File: config.mk
export PLATFORM = sky130hd
export DESIGN_NAME = alu_fwd_ctrl
export DESIGN_NICKNAME = d
export VERILOG_FILES = /design/src/rtl/alu_fwd_ctrl.sv
export SDC_FILE = /design/constraint.sdc
export NUM_CORES = 1
export LEC_CHECK = 0
export ABC_AREA = 1
export BUFFER_PORTS_ARGS = -buffer_cell sky130_fd_sc_hd__buf_2
export CELL_PAD_IN_SITES_DETAIL_PLACEMENT = 0
export CELL_PAD_IN_SITES_GLOBAL_PLACEMENT = 1
export CORE_ASPECT_RATIO = 1.1
export CORE_MARGIN = 2
export CORE_UTILIZATION = 35
export DETAILED_ROUTE_END_ITERATION = 10
export PLACE_DENSITY_LB_ADDON = 0.25
export SKIP_LAST_GASP = 1
export SLEW_MARGIN = 20
export SYNTH_ARGS = -nofsm -noshare
export SYNTH_HDL_FRONTEND = slang
export SYNTH_SLANG_ARGS = --single-unit
File: constraint.sdc
create_clock -name clk -period 1.5 [get_ports clk]
set_input_delay 0.3 -clock clk [delete_from_list [all_inputs] [get_ports clk]]
set_output_delay 0.3 -clock clk [all_outputs]
set_load 0.05 [all_outputs]
File: src/rtl/alu_fwd_ctrl.sv
// Forwarding and load-use hazard controller for the EX-stage ALU operand muxes.
// Tracks in-flight destination registers and emits registered operand selects.
//
// state  | meaning
// RUN    | normal issue, no load-use bubble in flight
// LSTALL | one load-use bubble being inserted; held while mem_stall=1
module alu_fwd_ctrl #(
  parameter int REG_W = 5,
  parameter int CNT_W = 16
) (
  input  logic             clk,
  input  logic             rst_n,
  input  logic             id_valid,
  input  logic [REG_W-1:0] id_rs1,
  input  logic [REG_W-1:0] id_rs2,
  input  logic             id_rs1_used,
  input  logic             id_rs2_used,
  input  logic [REG_W-1:0] id_rd,
  input  logic             id_regwrite,
  input  logic             id_memread,
  input  logic             mem_stall,
  input  logic             ex_flush,
  output logic [1:0]       fwd_a_sel,
  output logic [1:0]       fwd_b_sel,
  output logic             stall_f,
  output logic             stall_d,
  output logic             bubble_e,
  output logic [CNT_W-1:0] stall_cnt
);

  typedef enum logic {RUN, LSTALL} state_t;

  state_t state_q, state_d;

  // The WB slot is not stored: its producer writes a write-before-read
  // register file this cycle, so it never influences a select or hazard.
  logic             ex_v, ex_rw, ex_mr;
  logic [REG_W-1:0] ex_rd;
  logic             mem_v, mem_rw;
  logic [REG_W-1:0] mem_rd;

  logic       adv, hz, ex_load, ex_prod, mem_prod, cnt_inc;
  logic       rs1_ex_hit, rs2_ex_hit;
  logic [1:0] sel_a_d, sel_b_d;

  assign adv      = !mem_stall;
  assign ex_prod  = ex_v && ex_rw && (ex_rd != '0);
  assign mem_prod = mem_v && mem_rw && (mem_rd != '0);

  assign rs1_ex_hit = id_rs1_used && (id_rs1 == ex_rd);
  assign rs2_ex_hit = id_rs2_used && (id_rs2 == ex_rd);

  assign hz      = id_valid && ex_prod && ex_mr && (rs1_ex_hit || rs2_ex_hit);
  assign ex_load = id_valid && !hz && !ex_flush;

  assign stall_f  = hz && !ex_flush && !mem_stall;
  assign stall_d  = stall_f;
  assign bubble_e = (hz || ex_flush) && !mem_stall;

  always_comb begin
    sel_a_d = 2'b00;
    sel_b_d = 2'b00;
    if (id_rs1_used && id_rs1 != '0) begin
      if (ex_prod && ex_rd == id_rs1)
        sel_a_d = 2'b10;
      else if (mem_prod && mem_rd == id_rs1)
        sel_a_d = 2'b01;
    end
    if (id_rs2_used && id_rs2 != '0) begin
      if (ex_prod && ex_rd == id_rs2)
        sel_b_d = 2'b10;
      else if (mem_prod && mem_rd == id_rs2)
        sel_b_d = 2'b01;
    end
  end

  always_ff @(posedge clk or negedge rst_n) begin
    if (!rst_n) begin
      ex_v      <= 1'b0;
      ex_rw     <= 1'b0;
      ex_mr     <= 1'b0;
      ex_rd     <= '0;
      mem_v     <= 1'b0;
      mem_rw    <= 1'b0;
      mem_rd    <= '0;
      fwd_a_sel <= 2'b00;
      fwd_b_sel <= 2'b00;
    end else if (adv) begin
      mem_v  <= ex_v;
      mem_rw <= ex_rw;
      mem_rd <= ex_rd;
      if (ex_load) begin
        ex_v      <= 1'b1;
        ex_rw     <= id_regwrite;
        ex_mr     <= id_memread;
        ex_rd     <= id_rd;
        fwd_a_sel <= sel_a_d;
        fwd_b_sel <= sel_b_d;
      end else begin
        ex_v      <= 1'b0;
        ex_rw     <= 1'b0;
        ex_mr     <= 1'b0;
        ex_rd     <= '0;
        fwd_a_sel <= 2'b00;
        fwd_b_sel <= 2'b00;
      end
    end
  end

  always_comb begin
    state_d = state_q;
    cnt_inc = 1'b0;
    case (state_q)
      RUN: begin
        if (adv && hz && !ex_flush) begin
          state_d = LSTALL;
          cnt_inc = 1'b1;
        end
      end
      LSTALL: begin
        if (adv)
          state_d = RUN;
      end
      default: state_d = RUN;
    endcase
  end

  always_ff @(posedge clk or negedge rst_n) begin
    if (!rst_n) begin
      state_q   <= RUN;
      stall_cnt <= '0;
    end else begin
      state_q <= state_d;
      if (cnt_inc && stall_cnt != '1)
        stall_cnt <= stall_cnt + CNT_W'(1);
    end
  end

endmodule

### After elaboration in Yosys (flattened, before gate mapping)

Index checks and enable logic that the tools add are counted.

| storage, ports and cells | value |
|---|---|
| flip-flop bits (word level) | 36 |
| bits of input ports | 24 |
| output and inout bits | 23 |
| logic and storage cells | 68 |

| operators by class | value |
|---|---|
| $add $sub $neg | 1 |
| eq/ne operators | 7 |
| multiplexer cells | 16 |
| bitwise logic cells | 1 |
| reductions and logical operators | 32 |

Operator list:

| kind | number |
|---|---|
| 5-bit == test | 6 |
| 1-bit logical AND | 23 |
| 5-bit nonzero test | 4 |
| 16-bit by 1-bit adder with 16-bit output, second input constant | 1 |
| 16-bit inequality test, second input constant | 1 |
| 2-bit two-way mux | 6 |
| 1-bit two-way mux | 8 |
| 5-bit two-way mux | 1 |
| 1-bit zero test | 3 |
| 1-bit logical OR | 2 |
| 1-bit one-hot mux with 2 select lines | 1 |
| 1-bit inverter | 1 |

### Depth between registers and ports, before layout

Gate-level depths: netlist of run 1.

| logic depth | value |
|---|---|
| depth after elaboration | 10 |
| depth in mapped cells | 12 |
| gate-level depth less buffers | 12 |

### Worst setup path before layout of run 1

No wires, ideal clock.

| path | value |
|---|---|
| path type | reg2out |
| start | reg ex_rd[1] |
| end | out bubble_e |
| arrival | 1833 ps |
| required time | 1200 ps |
| path slack | -633 ps |
| cell stages (with the launch flop) | 7 |
| path buffers | 0 |
| path through | dfrtp_1 xor2_1 nor2_1 nand4_1 nand2_2 nand2_1 a21oi_1 |

| on the way | value |
|---|---|
| word-level cells in the longest chain between the ends | 7 |
| elaborated cells on any way between the ends | 12 |
| classes of those cells | eq/ne (2); reduce/logical (10) |

RTL lines:

| element | line | RTL |
|---|---|---|
| start, declared | 38 | `logic [REG_W-1:0] ex_rd;` |
| start signal, assigned | 96 | `ex_rd <= id_rd;` |
| 5-bit nonzero test | 47 | `assign ex_prod = ex_v && ex_rw && (ex_rd != '0);` |
| 1-bit logical AND | 47 |  |
| 1-bit logical AND (2 in a row) | 53 | `assign hz = id_valid && ex_prod && ex_mr && (rs1_ex_hit \|\| rs2_ex_hit);` |
| 1-bit logical AND * | 53 |  |
| 1-bit logical OR * | 58 | `assign bubble_e = (hz \|\| ex_flush) && !mem_stall;` |
| 1-bit logical AND * | 58 |  |
| end, declared | 27 | `output logic bubble_e,` |

Every way passes the cells marked *; elsewhere a longest branch is shown, timed or not.

### Final worst setup path of run 1

| path | value |
|---|---|
| start | reg ex_rd[4] |
| end | out bubble_e |

The elaborated chain is that of the path after synthesis.

==> run metrics, run 1 <==
Post-synth EDFFs=0; Nets=421; Worst-Skew Late Latency=280 ps; Buf/Inv on CP=1; H-tree Lvls=2; Worst Setup Start Kind=flop; maxcap violations=0; worst path required time=roughly 1200 ps; drt wl/cell=12.0 µm; slowest stage delay, CP=420 ps; total negative setup slack=-6050 ps; Die Area=6690 µm²; top-count cell post-synth=nand2_1; slew margin rel.=0.687; Final Worst Setup Slack=-424 ps; Unique masters post-synth=26; Worst setup EP type=primary output; Final Cycle Share=1.28; WS Path Type=flop to primary output; critical path peak fanout=3; grt ovf=0; sequential fraction of the synthesis area=0.425; synthesized area=2120 µm²; Max Clock Freq=slightly above 500 MHz; DR vias/cell=4.64; CTS max path bufs=2; Least-Margin Pin Slew=469 ps; core area=5810 µm²; first-pass GRT wire length=9610 µm; Antenna Cells=0; PwrDens=661 nW/µm²; RSZ-0062 raised after global routing=true; synth warn=0; Final Max Tran Viols=0; Die H=85.6 µm; CTS Root Cell=clkbuf_8; CTS tree=built; post-route ant nets=0; post-layout min period=1920 ps; #FFs+latches synth=36; # fillers=599; layout cell share with drive strength beyond 1=0.416; DR DRC count=0; antenna violations before repair=0; met1 Usage GRT=0.215; first drt pass iteration count=4; outcome=finished with violations; num rows=29; GRT met2 Usage=0.330; Hold Vio Cnt, Final=0; Synth Instances=290; # port buffers=46; Initial DRC Count=49; DRT Wirelength=roughly 5700 µm; gr busiest metal=met2; io pins=47; largest net degree at the start of global routing=37; CTS Buf Count=5; top post-synthesis cells by area=dfrtp_1 (43%), nand2_1 (16%), inv_1 (5.5%); skew final=6.08 ps; Die X=roughly 80 µm; synth-to-layout area growth=48.0%; post-cts hold buffer count=0; share of the synthesized area in the top cell type=0.425; Final setup viols=27; violated checks=negative setup slack; crit path DAT=about 1600 ps; Finished Core Util=0.540; crit-path cells=xnor2_1 -> nand4_1 -> nand2_2 -> nand2_2 -> a21oi_4 -> buf_6; vias post-DR=2197; syn_nets=roughly 320; Leakage=roughly 0.0015 µW; Worst path slowest cell=dfrtp_1; IR drop worst, VDD=between 0.0004 and 0.0005 V; most frequent CP cell=nand2_2; ys async rst share=1.00; Clock Pin Slew Worst Setup and Hold Paths=70 ps; Largest delay share family, worst path=flip-flops; number of global-route vias before repair=2161; largest area contributor in the netlist=dfrtp_1; synth cell count leaders=nand2_1 (88), dfrtp_1 (36), inv_1 (31); GRT Util Overall=0.182; GPL Wtd Cong=slightly above 0.9; HPWL after DPL=4470 µm; prevailing post-synth register cell=dfrtp_1; Starting Density=0.365; Hold/Removal Path Class=input pin to asynchronous set/reset pin; met3 Use GR=0.0295; Post-Syn Area per Cell=~7.3 µm²; clk sinks=36
==> flip-flops by register name, summed over array words and instances (netlist names) <==
name	count
ex_rd	5
mem_v	1
ex_mr	1
ex_v	1
mem_rd	5
stall_cnt	16
ex_rw	1
fwd_a_sel	2
fwd_b_sel	2
state_q	1
mem_rw	1
==> timing repair <==
action / in CTS / in global routing
pin swaps: 11 / 4
gates cloned: 1 / 0
setup endpoints to repair: 32 / 32
buffers inserted: 2 / 3
resized for setup: 27 / 6
==> power breakdown <==
part | total, µW | switching [µW] | leakage, µW | internal [µW]
Clock | 758 | 339 | 0.0000515 | 419
Combinational | 287 | 152 | 0.00101 | 135
Sequential | 1030 | 30.2 | 0.000473 | 997
==> logic make-up after synthesis <==
group                      share of synthesized area
AOI/OAI and AO/OA                             0.0697
xor gates and xnor gates                      0.0703
adders and majority gates                    0.00590
buffers and inverters                         0.0779
DFF                                            0.425
and+or+nand+nor                                0.351
==> cell usage in the layout (no fill, tap or decap) <==
cell type	n
nand3_4	1
clkbuf_8	7
nor3b_1	1
inv_1	29
nand3b_1	1
nand2_1	85
nand4_1	6
clkinvlp_4	1
buf_8	2
nor3_2	2
nand3_2	5
nor3_1	8
xor2_1	9
nand3_1	18
nor2_2	10
o21ai_0	17
clkbuf_1	1
o21ai_1	1
nor2_1	21
xnor2_1	8
dfrtp_2	11
o41ai_1	1
inv_4	1
inv_2	6
a21oi_4	1
buf_4	53
buf_2	43
o21ai_2	7
nand2_2	4
ha_4	1
nor2_4	4
dfrtp_1	25
buf_6	5
nand4_4	1
o2111ai_1	1
==> per-stage QoR <==
step | area, µm² | instances | power (µW) | setup slack, ps | hold slack (ps)
global route | 3140 | 474 | 2190 | -527 | 91.6
CTS | 3100 | 471 | 2100 | -515 | 61.7
detailed placement | 2890 | 460 | 1320 | -302 | 375
global placement | 2890 | 460 | 1320 | -282 | 373
finish | 3140 | 474 | 2070 | -424 | 44.5
floorplan | 2210 | 290 | 1170 | -223 | 4.41
==> routing by layer <==
layer,vias to the layer above,routed length [µm]
li1,1135,-
met1,1011,2470
met2,39,2930
met3,12,157
met4,0,137
met5,-,0
==> layout make-up <==
class,count,area (µm²),share of cell area
Timing Repair Buffer,103,699,0.223
Multi-Input combinational cell,213,1180,0.377
Clock buffer,8,100,0.0319
Inverter,37,145,0.0463
Tap cell,77,96.3,0.0307
Sequential cell,36,915,0.292
==> worst paths after layout <==
kind / from / end / slack [ps] / cells after the start
min in group clk: id_rd[3] / ex_rd[3] / 250 / 3
worst max-delay path: ex_rd[4] / bubble_e / -420 / 6
worst min-delay path: rst_n / stall_cnt[0] / 40 / 2
worst min register to register: ex_mr / ex_mr / 480 / 2
max in group asynchronous: rst_n / stall_cnt[9] / 1090 / 2
worst max register to register: ex_rd[4] / stall_cnt[11] / -310 / 8
(Power assumes the default switching activity.)
==> run 2, diff against run 1 <==
Settings changed: CORE_UTILIZATION 35 to 41, REMOVE_ABC_BUFFERS set to 1.
Clock period 1.5 ns to 2.44 ns, I/O delays scaled along.
==> run 2 against run 1 <==
Against the previous run:
- the run now ends clean
- hold slack improved by 240 ps
- final cell count fell by 15%
- sequential cell count unchanged
- clock power decreased by 32%
- design area decreased by 19%
- critical endpoint unchanged
- largest cell class unchanged
- largest power group unchanged
==> run metrics, run 2 (synthesis gave the netlist of run 1 again) <==
Final setup viols=0 (was 27); WS Path Type=flop to primary output (unchanged); most frequent CP cell=nand2_1 (was nand2_2); Die H=79.4 µm (was 85.6 µm); total power=1280 µW (was 2070 µW); DR vias/cell=4.86 (was 4.64); post-layout min period=2210 ps; CTS max path bufs=2 (unchanged); Largest register FFs=16 (unchanged); Antenna Cells=0 (unchanged); H-tree Lvls=2 (unchanged); PwrDens=506 nW/µm² (was 661 nW/µm²); DRT Wirelength=4810 µm (was 5700 µm); GPL Wtd Cong=0.804 (was 0.927); core area=5000 µm² (was 5810 µm²); RSZ-0062 raised after global routing=false (was true); slowest stage delay, CP=420 ps (about the same); post-cts hold buffer count=0 (unchanged); Hold Vio Cnt, Final=0 (unchanged); Worst Setup Start Kind=flop (unchanged); DR DRC count=0 (unchanged); slew margin rel.=0.460 (was 0.687); Clock Pin Slew Worst Setup and Hold Paths=80 ps (was 70 ps); crit-path cells=inv_1 -> nand2_1 -> nand2_1 -> nor2_2 -> nand4_1 -> nand2_2 -> nand2_1 -> a21oi_1 -> clkbuf_4 (was xnor2_1 -> nand4_1 -> nand2_2 -> nand2_2 -> a21oi_4 -> buf_6); layout cell share with drive strength beyond 1=0.216 (was 0.416); Least-Margin Pin Slew=811 ps (was 469 ps); IR drop worst, VDD=0.000429 V (was 0.000479 V); Reg with most FFs=stall_cnt (unchanged); drt wl/cell=12.0 µm (about the same); # port buffers=46 (unchanged); outcome=complete, no violations (was finished with violations); Max Clock Freq=about 450 MHz; critical path peak fanout=4 (was 3); commonest non-fill, non-tap cell in the layout=nand2_1 (unchanged); setup bufs post-CTS=0 (was 2); NetSw=314 µW (was 521 µW); number of global-route vias before repair=1847 (was 2161); first-pass GRT wire length=8310 µm (was 9610 µm); Hold/Removal Path Class=input pin to asynchronous set/reset pin (unchanged); CTS tree=built (unchanged); largest net degree at the start of global routing=37 (unchanged); GRT Util Overall=0.186 (was 0.182); post-cts resize count=0 (was 27); HPWL after DPL=3720 µm (was 4470 µm); Starting Density=0.424 (was 0.365); Comb pwr share=0.104 (was 0.139); synth-to-layout area growth=19.5% (was 48.0%); commonest cells after routing, fill and taps aside=nand2_1 (88), buf_2 (45), dfrtp_1 (36) (was nand2_1 (85), buf_4 (53), buf_2 (43)); maxcap violations=0 (unchanged); Die Area=5760 µm² (was 6690 µm²); vias post-DR=1950 (was 2197); post-route ant nets=0 (unchanged); CTS Root Cell=clkbuf_8 (unchanged); switch share=0.245 (was 0.251); Worst-Skew Late Latency=290 ps (was 280 ps); FF-to-FF path depth=10 (was 8); crit path DAT=1730 ps (was 1620 ps); total negative setup slack=0 ps (was -6050 ps); Worst path slowest cell=dfrtp_1 (unchanged); CTS Buf Count=5 (unchanged); Worst setup EP type=primary output (unchanged); num rows=27 (was 29); Leakage=0.00129 µW (was 0.00153 µW); skew final=7.47 ps (was 6.08 ps); grt ovf=0 (unchanged); Nets=367 (was 421); Clk pwr share=0.404 (was 0.366); Final Cycle Share=0.907; antenna violations before repair=0 (unchanged); clk sinks=36 (unchanged); # fillers=503 (was 599); Die X=72.6 µm (was 78.2 µm); Final Max Tran Viols=0 (unchanged); sequential share of power=0.491 (was 0.496); worst path required time=1950 ps (was 1200 ps); top flop regs=stall_cnt (16), ex_rd (5), mem_rd (5) (unchanged); io pins=47 (unchanged); first drt pass iteration count=4 (unchanged); Initial DRC Count=68 (was 49); Internal=969 µW (was 1550 µW)
==> run 2: cell count changes in the layout (fill, tap and decap cells not counted), moves of 6 or more <==
cell / before / now
buf_4: 53 / 3
dfrtp_1: 25 / 36
dfrtp_2: 11 / 0
nor2_1: 21 / 28
o21ai_2: 7 / 0
o21ai_1: 1 / 7
==> run 2: power groups by stage <==
stage	registers [µW]	clock network, µW	logic (µW)
after floorplan	639	0	72.5
after global placement	643	0	135
after detailed placement	643	0	135
after CTS	631	535	136
after global routing	634	557	153
final	631	519	134
==> run 2: metrics by stage <==
stage | setup WS [ps] | hold slack, ps | utilization | cell area, µm² | cells
finish | 227 | 288 | 0.507 | 2530 | 401
global route | 22.0 | 355 | 0.507 | 2530 | 401
floorplan | 38.1 | 192 | - | 2090 | 286
global placement | 293 | 464 | 0.484 | 2420 | 393
CTS | 172 | 311 | 0.505 | 2530 | 401
detailed placement | 287 | 474 | 0.484 | 2420 | 393
==> run 2: worst max-delay path, delay by kind of cell (launching register included) <==
| family | cells | cell delay, ps |
|---|---|---|
| and+or+nand+nor | 6 | 560 |
| AOI/OAI and AO/OA | 1 | 120 |
| buffers and inverters | 2 | 340 |
| DFF | 1 | 420 |
==> run 2: metal layers <==
metal	share of wire	wire length [µm]	global-route usage
met2	0.50	2410	0.326
met3	0.033	158	0.0354
met4	0.0089	43	0.0741
met1	0.46	2200	0.220
met5	0	0	0
==> run 2: final cells by class <==
cell class / instances / area [µm²] / share of cell area
multi-input combinational: 213 / 1060 / 0.418
tap: 58 / 72.6 / 0.0286
clock inverter: 2 / 35.0 / 0.0138
clock buffer: 6 / 72.6 / 0.0286
sequential: 36 / 901 / 0.356
inverter: 37 / 139 / 0.0548
timing repair buffer: 49 / 255 / 0.101
==> run 2: final timing paths <==
| kind | from | to | slack, ps |
|---|---|---|---|
| max | ex_rd[1] | bubble_e | 230 |
| min | rst_n | ex_mr | 290 |
| max reg2reg | stall_cnt[0] | stall_cnt[3] | 600 |
| min reg2reg | stall_cnt[9] | stall_cnt[9] | 490 |
| max in group asynchronous | rst_n | ex_rd[1] | 1640 |
| min in group clk | id_memread | ex_mr | 420 |
